<file path="config.mk">
export PLATFORM = sky130hd
export DESIGN_NAME = qam16_nibble_packer
export DESIGN_NICKNAME = d
export VERILOG_FILES = /design/src/rtl/qam16_rx_pkg.sv /design/src/rtl/rx_byte_fifo.sv /design/src/rtl/qam16_nibble_packer.sv
export SDC_FILE = /design/constraint.sdc
export NUM_CORES = 1
export LEC_CHECK = 0
export BUFFER_PORTS_ARGS = -buffer_cell sky130_fd_sc_hd__buf_2
export CAP_MARGIN = 5
export CELL_PAD_IN_SITES_DETAIL_PLACEMENT = 1
export CELL_PAD_IN_SITES_GLOBAL_PLACEMENT = 1
export CORE_ASPECT_RATIO = 2
export CORE_MARGIN = 3
export CORE_UTILIZATION = 28
export CTS_CLUSTER_SIZE = 10
export DETAILED_ROUTE_END_ITERATION = 10
export PLACE_DENSITY = 0.5
export SYNTH_ARGS = -nofsm -noshare
export SYNTH_HDL_FRONTEND = slang
export SYNTH_SLANG_ARGS = --single-unit
</file>
<file path="constraint.sdc">
create_clock -name clk -period 2.3 [get_ports clk]
set_clock_uncertainty 0.05 [all_clocks]
set_input_delay 0 -clock clk [delete_from_list [all_inputs] [get_ports clk]]
set_output_delay 0 -clock clk [all_outputs]
set_load 0.01 [all_outputs]
</file>
<file path="src/rtl/qam16_rx_pkg.sv">
// -----------------------------------------------------------------------------
// qam16_rx_pkg
// Shared definitions for the QAM16 receive-side nibble packer:
//   NIBBLE_W / BYTE_W       symbol and byte widths
//   FRAME_BYTES_DEFAULT     default number of bytes per frame
//   pack_state_e            packer FSM state encoding
// -----------------------------------------------------------------------------
package qam16_rx_pkg;

    localparam int NIBBLE_W            = 4;
    localparam int BYTE_W              = 8;
    localparam int FRAME_BYTES_DEFAULT = 48;

    typedef enum logic {
        ST_EMPTY = 1'b0,
        ST_HALF  = 1'b1
    } pack_state_e;

endpackage

</file>
<file path="src/rtl/rx_byte_fifo.sv">
// -----------------------------------------------------------------------------
// rx_byte_fifo
// First-word-fall-through buffer for packed bytes plus their tlast flag.
// Ports:
//   clk, rst_n   clock, async active-low reset
//   flush        synchronous empty; overrides push and pop in the same cycle
//   push/wr_data write request and {tlast, byte} entry
//   pop          read request; ignored while empty
//   rd_data      head entry, forced to zero while empty
//   level        current occupancy (0..DEPTH)
//   empty        no entries held
//   drop         push refused this cycle (full with no simultaneous pop)
// -----------------------------------------------------------------------------
module rx_byte_fifo #(
    parameter int DEPTH = 8,
    parameter int WIDTH = 9
) (
    input  logic                     clk,
    input  logic                     rst_n,
    input  logic                     flush,
    input  logic                     push,
    input  logic [WIDTH-1:0]         wr_data,
    input  logic                     pop,
    output logic [WIDTH-1:0]         rd_data,
    output logic [$clog2(DEPTH):0]   level,
    output logic                     empty,
    output logic                     drop
);

    localparam int AW = $clog2(DEPTH);
    localparam int LW = AW + 1;

    logic [WIDTH-1:0] mem_q [DEPTH];
    logic [WIDTH-1:0] mem_d [DEPTH];
    logic [AW-1:0]    wr_ptr_q, wr_ptr_d;
    logic [AW-1:0]    rd_ptr_q, rd_ptr_d;
    logic [LW-1:0]    count_q, count_d;
    logic             full;
    logic             pop_ok;
    logic             push_ok;

    assign empty   = (count_q == '0);
    assign full    = (count_q == LW'(DEPTH));
    assign pop_ok  = pop && !empty;
    // At full, a simultaneous pop frees the head slot, which is exactly where
    // wr_ptr points, so the write can proceed.
    assign push_ok = push && (!full || pop_ok);
    assign drop    = push && !flush && full && !pop_ok;

    assign rd_data = empty ? '0 : mem_q[rd_ptr_q];
    assign level   = count_q;

    always_comb begin
        mem_d    = mem_q;
        wr_ptr_d = wr_ptr_q;
        rd_ptr_d = rd_ptr_q;
        count_d  = count_q;
        if (flush) begin
            wr_ptr_d = '0;
            rd_ptr_d = '0;
            count_d  = '0;
        end else begin
            if (push_ok) begin
                mem_d[wr_ptr_q] = wr_data;
                wr_ptr_d        = wr_ptr_q + AW'(1);
            end
            if (pop_ok) begin
                rd_ptr_d = rd_ptr_q + AW'(1);
            end
            case ({push_ok, pop_ok})
                2'b10:   count_d = count_q + LW'(1);
                2'b01:   count_d = count_q - LW'(1);
                default: count_d = count_q;
            endcase
        end
    end

    always_ff @(posedge clk or negedge rst_n) begin
        if (!rst_n) begin
            for (int i = 0; i < DEPTH; i++) begin
                mem_q[i] <= '0;
            end
            wr_ptr_q <= '0;
            rd_ptr_q <= '0;
            count_q  <= '0;
        end else begin
            mem_q    <= mem_d;
            wr_ptr_q <= wr_ptr_d;
            rd_ptr_q <= rd_ptr_d;
            count_q  <= count_d;
        end
    end

endmodule

</file>
<file path="src/rtl/qam16_nibble_packer.sv">
// -----------------------------------------------------------------------------
// qam16_nibble_packer
// Packs demapped QAM16 nibbles into bytes (first nibble -> bits 7:4), tags the
// last byte of each FRAME_BYTES frame and buffers them for an AXI-Stream sink.
// Ports:
//   clk, rst_n       clock, async active-low reset
//   din, wren        nibble and its valid strobe (no backpressure)
//   clr              synchronous flush of packer, frame counter, buffer, overflow
//   m_axis_*         byte stream out (tdata, tvalid, tready, tlast)
//   overflow         sticky: a byte was dropped because the buffer was full
//   level            buffer occupancy
//
// state    | meaning
// ---------+------------------------------------------
// ST_EMPTY | no nibble held; next wren is a high nibble
// ST_HALF  | high nibble held; next wren completes a byte
// -----------------------------------------------------------------------------
module qam16_nibble_packer
    import qam16_rx_pkg::*;
#(
    parameter int FRAME_BYTES = FRAME_BYTES_DEFAULT,
    parameter int FIFO_DEPTH  = 8
) (
    input  logic                          clk,
    input  logic                          rst_n,
    input  logic [NIBBLE_W-1:0]           din,
    input  logic                          wren,
    input  logic                          clr,
    output logic [BYTE_W-1:0]             m_axis_tdata,
    output logic                          m_axis_tvalid,
    input  logic                          m_axis_tready,
    output logic                          m_axis_tlast,
    output logic                          overflow,
    output logic [$clog2(FIFO_DEPTH):0]   level
);

    localparam int                CNT_W    = (FRAME_BYTES > 1) ? $clog2(FRAME_BYTES) : 1;
    localparam logic [CNT_W-1:0]  CNT_LAST = CNT_W'(FRAME_BYTES - 1);

    pack_state_e          state_q, state_d;
    logic [NIBBLE_W-1:0]  held_q, held_d;
    logic [CNT_W-1:0]     cnt_q, cnt_d;
    logic                 overflow_q, overflow_d;

    logic                 push;
    logic                 pop;
    logic                 fifo_empty;
    logic                 fifo_drop;
    logic [BYTE_W:0]      fifo_wr_data;
    logic [BYTE_W:0]      fifo_rd_data;

    always_comb begin
        state_d    = state_q;
        held_d     = held_q;
        cnt_d      = cnt_q;
        overflow_d = overflow_q | fifo_drop;
        push       = 1'b0;
        if (clr) begin
            state_d    = ST_EMPTY;
            held_d     = '0;
            cnt_d      = '0;
            overflow_d = 1'b0;
        end else if (wren) begin
            case (state_q)
                ST_EMPTY: begin
                    held_d  = din;
                    state_d = ST_HALF;
                end
                ST_HALF: begin
                    push    = 1'b1;
                    state_d = ST_EMPTY;
                    // Counts every completed byte, dropped or not, so frame
                    // alignment survives an overflow.
                    cnt_d   = (cnt_q == CNT_LAST) ? '0 : cnt_q + CNT_W'(1);
                end
                default: state_d = ST_EMPTY;
            endcase
        end
    end

    always_ff @(posedge clk or negedge rst_n) begin
        if (!rst_n) begin
            state_q    <= ST_EMPTY;
            held_q     <= '0;
            cnt_q      <= '0;
            overflow_q <= 1'b0;
        end else begin
            state_q    <= state_d;
            held_q     <= held_d;
            cnt_q      <= cnt_d;
            overflow_q <= overflow_d;
        end
    end

    assign fifo_wr_data = {(cnt_q == CNT_LAST), held_q, din};
    assign pop          = m_axis_tvalid && m_axis_tready;

    rx_byte_fifo #(
        .DEPTH (FIFO_DEPTH),
        .WIDTH (BYTE_W + 1)
    ) u_fifo (
        .clk     (clk),
        .rst_n   (rst_n),
        .flush   (clr),
        .push    (push),
        .wr_data (fifo_wr_data),
        .pop     (pop),
        .rd_data (fifo_rd_data),
        .level   (level),
        .empty   (fifo_empty),
        .drop    (fifo_drop)
    );

    assign m_axis_tvalid = !fifo_empty;
    assign m_axis_tdata  = fifo_rd_data[BYTE_W-1:0];
    assign m_axis_tlast  = fifo_rd_data[BYTE_W];
    assign overflow      = overflow_q;

endmodule
</file>
# --- Word level (Yosys, flattened, before mapping) ---
# Cells that the tools add are included.
word_totals:
  regBits: 94
  input_bits: 9
  out_inout_bits: 15
  wordCells: 81
classes:
  addsub: 5
  n_lt_le_gt_ge: 3
  n_eq_ne: 5
  muxes: 27
  bitwise_logic: 5
  reduce_logical: 21
ops:
  columns: ["op", "count"]
  rows:
  - ["$bwmux W72", 1]
  - ["$mux W9", 4]
  - ["$bmux W9 S3", 1]
  - ["$demux W9 S3", 1]
  - ["$mux W6", 4]
  - ["$mux W4", 4]
  - ["$mux W3", 4]
  - ["$ge A4 B4 Y1 const B", 2]
  - ["$not A3 Y4", 2]
  - ["$pmux W4 S2", 1]
  - ["$reduce_bool A2 Y1", 4]
  - ["$logic_and A1 B1 Y1", 7]
  - ["$add A3 B1 Y3 const B", 2]
  - ["$add A6 B1 Y6 const B", 1]
  - ["$eq A6 B6 Y1 const B", 1]
  - ["$mux W1", 6]
  - ["$reduce_and A2 Y1", 3]
  - ["$add A4 B1 Y4 const B", 1]
  - ["$eq A4 B4 Y1 const B", 1]
  - ["$logic_not A1 Y1", 4]
  - ["$logic_not A4 Y1", 1]
  - ["$lt A4 B1 Y1 const B", 1]
  - ["$sub A4 B1 Y4 const B", 1]
  - ["$reduce_bool A3 Y1", 1]
  - ["7 further kinds", 8]

# --- Longest topological paths before layout ---
# Gate-level depths: netlist of run 1.
depth:
  word_depth: 9
  depth_mapped: 9
  depth_no_buf: 8

# --- Cells and area by module ---
# A second synthesis of run 1 with hierarchy kept.
unflattened:
  hier_cells: 332
  hier_area_um2: 4565.6
modules_own_cells:
  columns: ["mod", "n_inst", "cells_each", "area_each_um2", "seq_area_each_um2"]
  rows:
  - ["rx_byte_fifo", 1, 270, 3978.8, 2052.0]
  - ["qam16_nibble_packer", 1, 62, 586.8, 300.3]

# --- Worst setup path after synthesis of run 1 ---
# OpenSTA, ideal clock, no wires.
synth_path:
  path_type: "register to register"
  from: "register u_fifo.count_q[1], in the netlist u_fifo.level[1]"
  to: "register u_fifo.count_q[3], in the netlist u_fifo.level[3]"
  setup_time_ps: 121
  arrival_ps: 2083
  t_required_ps: 2129
  slack_ps: 47
  stages_incl_launch_ff: 9
  path_buffers: 1
  synth_period_minus_slack_ps: 2253
  path_cell_list: "dfrtp_1 > buf_4 > o41ai_1 > nor2_1 > ha_1 > o21a_1 > nor2_1 > o21ai_0 > a22o_1"
synth_between:
  elab_chain_cells: 9
  word_cells_on_any_way: 15
  cone_classes: "add/sub (2); eq/ne (3); mux (2); reduce/logical (8)"
synth_lines:
  columns: ["item", "line_no", "text"]
  rows:
  - ["start: declaration", "rx_byte_fifo.sv:37", "logic [LW-1:0] count_q, count_d;"]
  - ["start signal: assignment", "rx_byte_fifo.sv:90", "count_q <= count_d;"]
  - ["$logic_not A4 Y1", "rx_byte_fifo.sv:42", "assign empty = (count_q == '0);"]
  - ["$logic_not A1 Y1", "rx_byte_fifo.sv:44, qam16_nibble_packer.sv:114", null]
  - ["$logic_and A1 B1 Y1", "qam16_nibble_packer.sv:96", "assign pop = m_axis_tvalid && m_axis_tready;"]
  - ["$logic_and A1 B1 Y1", "rx_byte_fifo.sv:44", "assign pop_ok = pop && !empty;"]
  - ["$logic_or A1 B1 Y1", "rx_byte_fifo.sv:47", "assign push_ok = push && (!full || pop_ok);"]
  - ["$logic_and A1 B1 Y1", "rx_byte_fifo.sv:47", null]
  - ["$eq A2 B1 Y1 / $eq A2 B2 Y1 (equally long branches)", "rx_byte_fifo.sv:70", "case ({push_ok, pop_ok})"]
  - ["$pmux W4 S2", "rx_byte_fifo.sv:70", null]
  - ["$mux W4", "rx_byte_fifo.sv:58", "if (flush) begin"]
# Several ways; a longest one is shown, not always the timed one.
# A chain may end at the register's enable or synchronous reset.

# --- Worst setup path after layout of run 1 ---
layout_path:
  from: "register u_fifo.count_q[3], in the netlist u_fifo.level[3]"
  to: "register u_fifo.mem_q[28] (netlist bit)"
layout_between:
  elab_chain_cells: 7
  word_cells_on_any_way: 9
  cone_classes: "eq/ne (1); reduce/logical (8)"
layout_lines:
  columns: ["item", "line_no", "text"]
  rows:
  - ["$logic_not A4 Y1", "rx_byte_fifo.sv:42", null]
  - ["$logic_not A1 Y1", "rx_byte_fifo.sv:44, qam16_nibble_packer.sv:114", null]
  - ["$logic_and A1 B1 Y1", "qam16_nibble_packer.sv:96", null]
  - ["$logic_and A1 B1 Y1", "rx_byte_fifo.sv:44", null]
  - ["$logic_or A1 B1 Y1 *", "rx_byte_fifo.sv:47", null]
  - ["$logic_and A1 B1 Y1 *", "rx_byte_fifo.sv:47", null]
  - ["$reduce_and A2 Y1 (no line) *", null, null]
  - ["end signal: assignment", "rx_byte_fifo.sv:87", "mem_q <= mem_d;"]
  - ["end: declaration", "rx_byte_fifo.sv:33", "logic [WIDTH-1:0] mem_q [DEPTH];"]
# Every way passes the cells marked *; elsewhere a longest branch is shown, timed or not.

==> results of run 1 <==
-- where the power goes --
group	leakage (nW)	internal (W)	switching, W
sequential	1.30	0.00174	0.0000867
combinational	1.11	0.000519	0.000623
clock	0.132	0.000768	0.000648
total	2.53	0.00303	0.00136
-- worst paths after layout --
check | start | endpoint | slack [ps]
setup / recovery | u_fifo.level[3]$_DFFE_PN0P_ | u_fifo.mem_q[28]$_DFFE_PN0P_ | 170
hold / removal | u_fifo.mem_q[8]$_DFFE_PN0P_ | u_fifo.mem_q[8]$_DFFE_PN0P_ | 440
setup reg to reg | u_fifo.level[3]$_DFFE_PN0P_ | u_fifo.mem_q[28]$_DFFE_PN0P_ | 170
hold reg to reg | u_fifo.mem_q[8]$_DFFE_PN0P_ | u_fifo.mem_q[8]$_DFFE_PN0P_ | 440
max in group asynchronous | rst_n | u_fifo.mem_q[17]$_DFFE_PN0P_ | 780
min in group asynchronous | rst_n | u_fifo.mem_q[0]$_DFFE_PN0P_ | 530
-- flip-flops by register name (all words and copies together), names as in the netlist --
signal and cells:
held_q 4, u_fifo.level 4, u_fifo.wr_ptr_q 3, state_q 1
u_fifo.rd_ptr_q 3, overflow 1, u_fifo.mem_q 72, cnt_q 6
-- kinds of logic (layout without fill, tap and decap cells) --
family | after synthesis | after routing | share of synthesized area, %
and+or+nand+nor | 72 | 72 | 9.52
buffers and inverters | 16 | 69 | 1.67
xor gates and xnor gates | 7 | 7 | 1.36
adders and majority gates | 5 | 5 | 1.39
AOI/OAI and AO/OA | 29 | 29 | 4.07
muxes | 102 | 102 | 29.6
DFF | 94 | 94 | 52.4
-- repair_timing --
item	CTS	global route
endpoints found under the hold margin	135	0
hold buffers	10	0
endpoints found under the setup margin	0	2
gates resized for setup	0	1
-- worst max-delay path: stages, from the launching register on --
cell and delay [ps]:
dfrtp_1 470, nor2b_1 230, a21oi_4 320, nand2b_4 140, nor3b_2 260, buf_4 210
mux2_2 340
-- per-stage QoR --
stage          hold WS, ps  std cells  cell area (µm²)  total power (W)  worst slack (ps)
6_report               437        576             5370          0.00439               165
5_1_grt                473        576             5370          0.00466              16.8
4_1_cts                442        576             5370          0.00449              42.1
3_5_place_dp          -187        551             4980          0.00302              66.0
3_3_place_gp          -189        551             4980          0.00301               175
2_1_floorplan         -346        325             4490          0.00254              46.6
-- placed cells by master (no fill, tap or decap), types with 2 or more instances in the layout --
cell	synthesis	final
dfrtp_1	94	94
mux2_2	68	68
nor2_1	29	29
buf_2	2	22
mux4_2	18	18
buf_4	3	18
mux2i_1	16	16
nand2_1	15	15
dlygate4sd3_1	0	10
o21ai_0	9	9
clkbuf_16	0	9
a21oi_1	8	8
xor2_1	5	5
ha_1	5	5
a31oi_1	4	4
nand2b_1	3	3
nand3_1	3	3
inv_6	0	3
buf_12	0	3
nor2b_1	2	2
xnor2_1	2	2
nand4b_2	2	2
nor3b_2	0	2
clkinvlp_4	0	2
-- metal layers --
metal  wire length [µm]  share of wire [%]
met5                  0                  0
met4                159                1.4
met3                221                2.0
met2               6390                 57
met1               4370                 39
-- layout make-up --
type | instances | area [µm²] | area share, %
inverters | 1 | 3.75 | 0.0699
repair buffers | 53 | 405 | 7.55
clock inverters | 5 | 41.3 | 0.769
well taps | 198 | 248 | 4.61
multi-input cells | 215 | 2080 | 38.8
flip-flops and latches | 94 | 2350 | 43.8
clock buffers | 10 | 239 | 4.45
==> results.json, run 1 <==
{
  "endpoint_kind": "flop",
  "met1_usage_pct": 15.4,
  "fin_crit_sh_pct": 92.8,
  "max-vdd-ir-drop_mv": 0.391,
  "yosys-top-cells-count": "dfrtp_1 (94), mux2_2 (68), nor2_1 (29)",
  "antenna_found_initial": 0,
  "finalCriticalPeriod_ps": 2130,
  "post_cts_buffers": 0,
  "route.detailed.drc": 0,
  "status": "complete, no violations",
  "avgViaCountPerCell": 4.88,
  "port_buffers": 23,
  "n_fill_cell": 1662,
  "synth_edf_count": 0,
  "cp_max_fo": 7,
  "async_flop_share_pct": 100,
  "clkLatencyLatePin_ps": 340,
  "synth.net_count": 339,
  "worst_slew_pin_slew_ps": 631,
  "synthCells": 325,
  "syn_area_um2": 4490,
  "synth.distinct_cells": 46,
  "first_pass_iters": 4,
  "rsz0062_at_grt": "no",
  "routed-via-count": 2810,
  "grt-ovfl-total": 0,
  "numCtsBuffers": 9,
  "nets": 388,
  "avgRoutedWirePerCell_um": 19.3,
  "setup_viol": 0,
  "drtIter0Drc": 78,
  "pin_count": 24,
  "track_usage_pct": 13.7,
  "final_antenna_net_count": 0,
  "met3_usage_pct": 2.11,
  "ctsHtreeMaxLevel": 3,
  "dp_hpwl_um": 7600,
  "gp_congestion": 0.750,
  "p_leak_nw": 2.53,
  "cts_tree": "built",
  "cap_violations": 0,
  "grt_pass1_vias": 3132,
  "crit_type": "reg2reg",
  "crit_required_ps": 2470,
  "routed_wl_um": 11100,
  "grt_first_pass_wirelength_um": 17700,
  "drive_above_1_share_pct": 42.6,
  "startpoint_type": "flop",
  "hold_viol": 0,
  "area_growth_syn_to_layout_pct": 19.6,
  "fmax_ghz": 0.468,
  "fp.dieW_um": 95.6,
  "cts.path.max_buffers": 2,
  "synthFlopType": "dfrtp_1",
  "syn_area_per_cell_um2": 13.8,
  "synthMostInstantiatedCell": "dfrtp_1",
  "slew_headroom_pct": 58.0,
  "die_h_um": 185,
  "root_buffer": "clkbuf_16",
  "start_util_pct": 28.9,
  "grt_max_degree": 83,
  "hold_path_class": "reg2reg",
  "diodes": 0,
  "synth_top_area_share_pct": 52.4,
  "synthTopCellsByArea": "dfrtp_1 (52%), mux2_2 (17%), mux4_2 (9.0%)",
  "finish.utilization_pct": 34.6,
  "std_cell_rows": 64,
  "fin_tns_setup_ps": 0,
  "reg2reg_depth": 6,
  "crit_arrival_ps": 2300,
  "met2_usage_pct": 25.6,
  "drv_slew": 0,
  "power.density_nw_per_um2": 816,
  "clock-sinks": 94,
  "ys_seq_elements": 94,
  "dieArea_um2": 17700,
  "min_path_cells": 2,
  "ys_warn_count": 0,
  "cts.clk_slew.worst_paths_ps": 70,
  "yosysTopAreaCell": "dfrtp_1",
  "coreArea_um2": 15500,
  "busiest_layer": "met2",
  "yosysSeqAreaShare_pct": 52.4
}
No activity file was read; power rests on OpenSTA's default activity.
==> inputs of run 2 (changes only) <==
--- a/config.mk
+++ b/config.mk
@@ -15,6 +15,7 @@
 export CTS_CLUSTER_SIZE = 10
 export DETAILED_ROUTE_END_ITERATION = 10
 export PLACE_DENSITY = 0.5
+export RECOVER_POWER = 50
 export SYNTH_ARGS = -nofsm -noshare
 export SYNTH_HDL_FRONTEND = slang
 export SYNTH_SLANG_ARGS = --single-unit
==> run 2 against run 1 <==
Utilization fell by 0.18 points; non-clock buffer count did not move; sequential power barely moved; global-route usage did not move; flip-flop and latch count did not move; setup slack got worse by 33 ps; die area did not move; combinational power barely moved; total power fell by 0.41%; wire length fell by 0.18%; critical endpoint is now u_fifo.mem_q[5]$_DFFE_PN0P_; cell count did not move.
==> results.json, run 2 (synthesis results as in run 1) <==
{
  "p_leak_nw": 2.51,
  "track_usage_pct": 13.7,
  "diodes": 0,
  "numCtsBuffers": 9,
  "crit_type": "reg2reg",
  "clock-sinks": 94,
  "dieArea_um2": 17700,
  "power.share.sequential_pct": 41.8,
  "cts.clk_slew.worst_paths_ps": 70,
  "grt_pass1_vias": 3132,
  "net-switching-power_w": 0.00135,
  "rr_startpoint": "u_fifo.level[2]$_DFFE_PN0P_",
  "pin_count": 24,
  "avgRoutedWirePerCell_um": 19.3,
  "reg2reg_depth": 6,
  "gp_congestion": 0.750,
  "routed_wl_um": 11100,
  "placement.cell_area_um2": 4980,
  "setup_viol": 0,
  "final_common_cell": "dfrtp_1",
  "die_h_um": 185,
  "root_buffer": "clkbuf_16",
  "routed-via-count": 2800,
  "final_antenna_net_count": 0,
  "status": "complete, no violations",
  "area_growth_syn_to_layout_pct": 19.0,
  "drtIter0Drc": 80,
  "hold_path_class": "reg2reg",
  "ctsHtreeMaxLevel": 3,
  "startpoint_type": "flop",
  "grt-ovfl-total": 0,
  "drv_slew": 0,
  "worstSetupStartpoint": "u_fifo.level[2]$_DFFE_PN0P_",
  "rsz0062_at_grt": "no",
  "cts.path.max_buffers": 2,
  "endpoint_kind": "flop",
  "critPathCapture": "u_fifo.mem_q[5]$_DFFE_PN0P_",
  "post_cts_buffers": 0,
  "mostFrequentLayoutCells": "dfrtp_1 (94), mux2_2 (68), nor2_1 (29), buf_2 (20), mux4_2 (18)",
  "cp_max_fo": 10,
  "rr_endpoint": "u_fifo.mem_q[5]$_DFFE_PN0P_",
  "reg_top3": "u_fifo.mem_q: 72 flops, cnt_q: 6 flops",
  "grt_max_degree": 83,
  "share_comb_of_total_power_pct": 25.8,
  "p_int_w": 0.00301,
  "design_area_um2": 5350,
  "cap_violations": 0,
  "slew_headroom_pct": 48.0,
  "drive_above_1_share_pct": 41.0,
  "hold_viol": 0,
  "worst_slew_pin_slew_ps": 780,
  "max-vdd-ir-drop_mv": 0.392,
  "route.detailed.drc": 0,
  "crit_required_ps": 2470,
  "clkLatencyLatePin_ps": 340,
  "p_sw_share_pct": 31.0,
  "fmax_ghz": 0.461,
  "finalCriticalPeriod_ps": 2170,
  "nets": 388,
  "crit_arrival_ps": 2340,
  "timing.reg2reg.setup_slack_ps": 130,
  "avgViaCountPerCell": 4.86,
  "coreArea_um2": 15500,
  "antenna_found_initial": 0,
  "first_pass_iters": 4,
  "fin_crit_sh_pct": 94.2,
  "p_clk_share_pct": 32.4,
  "largest_reg_flops": 72,
  "fin_tns_setup_ps": 0,
  "grt_first_pass_wirelength_um": 17700,
  "largest-register": "u_fifo.mem_q",
  "fp.dieW_um": 95.6,
  "port_buffers": 23,
  "dp_hpwl_um": 7600,
  "start_util_pct": 28.9,
  "std_cell_rows": 64,
  "power.density_nw_per_um2": 817,
  "cts_tree": "built"
}
-- run 2: how the worst min path moves through the flow --
stage	startpoint	cells after the start	slack (ps)	end
floorplan	rst_n	0	-350	cnt_q[0]$_DFFE_PN0P_
global placement	rst_n	1	-190	u_fifo.mem_q[8]$_DFFE_PN0P_
detailed placement	rst_n	1	-190	u_fifo.mem_q[26]$_DFFE_PN0P_
CTS	u_fifo.mem_q[44]$_DFFE_PN0P_	2	440	u_fifo.mem_q[44]$_DFFE_PN0P_
global route	u_fifo.mem_q[1]$_DFFE_PN0P_	1	470	u_fifo.mem_q[1]$_DFFE_PN0P_
finish	u_fifo.mem_q[8]$_DFFE_PN0P_	2	440	u_fifo.mem_q[8]$_DFFE_PN0P_
-- run 2: final cells by class --
| class | count | area (µm²) |
|---|---|---|
| fillers | 1666 | 10200 |
| flip-flops and latches | 94 | 2350 |
| well taps | 198 | 248 |
| multi-input cells | 215 | 2080 |
| clock inverters | 5 | 41.3 |
| inverters | 1 | 3.75 |
| repair buffers | 53 | 383 |
| clock buffers | 10 | 239 |
-- run 2: stage by stage --
step | worst slack, ps | power (W) | instances | hold slack [ps] | utilization [%]
2_1_floorplan | 46.6 | 0.00254 | 325 | -346 | -
3_3_place_gp | 175 | 0.00301 | 551 | -189 | 32.1
3_5_place_dp | 66.0 | 0.00302 | 551 | -187 | 32.1
4_1_cts | 42.1 | 0.00449 | 576 | 442 | 34.5
5_1_grt | 14.3 | 0.00464 | 576 | 473 | 34.4
6_report | 133 | 0.00437 | 576 | 437 | 34.4
-- run 2: routing by layer --
| metal | vias to the layer above | track usage [%] | part of all wire, % | routed length, µm |
|---|---|---|---|---|
| met5 | - | 0 | 0 | 0 |
| met4 | 0 | 4.79 | 1.4 | 159 |
| li1 | 1288 | - | - | - |
| met2 | 25 | 25.6 | 57 | 6390 |
| met3 | 8 | 2.11 | 2.0 | 225 |
| met1 | 1479 | 15.4 | 39 | 4350 |
-- run 2: power by group through the flow --
| stage | clock network [W] | logic (W) | registers, W |
|---|---|---|---|
| 5_1_grt | 0.00155 | 0.00125 | 0.00184 |
| 2_1_floorplan | 0 | 0.000699 | 0.00184 |
| 6_report | 0.00142 | 0.00112 | 0.00183 |
| 4_1_cts | 0.00149 | 0.00118 | 0.00182 |
| 3_5_place_dp | 0 | 0.00116 | 0.00186 |
| 3_3_place_gp | 0 | 0.00116 | 0.00185 |
-- run 2: repair_timing --
action | in CTS | in global routing
hold endpoints to repair | 135 | 0
hold buffers | 10 | 0
setup endpoints to repair | 0 | 2
resized for setup | 0 | 1
-- run 2: critical path, cell delays in order, from the launching register on --
cell and delay, ps:
dfrtp_1 390, buf_4 170, nor3_1 490, a21oi_4 200, nand4_2 140, buf_4 250, mux2_2 360
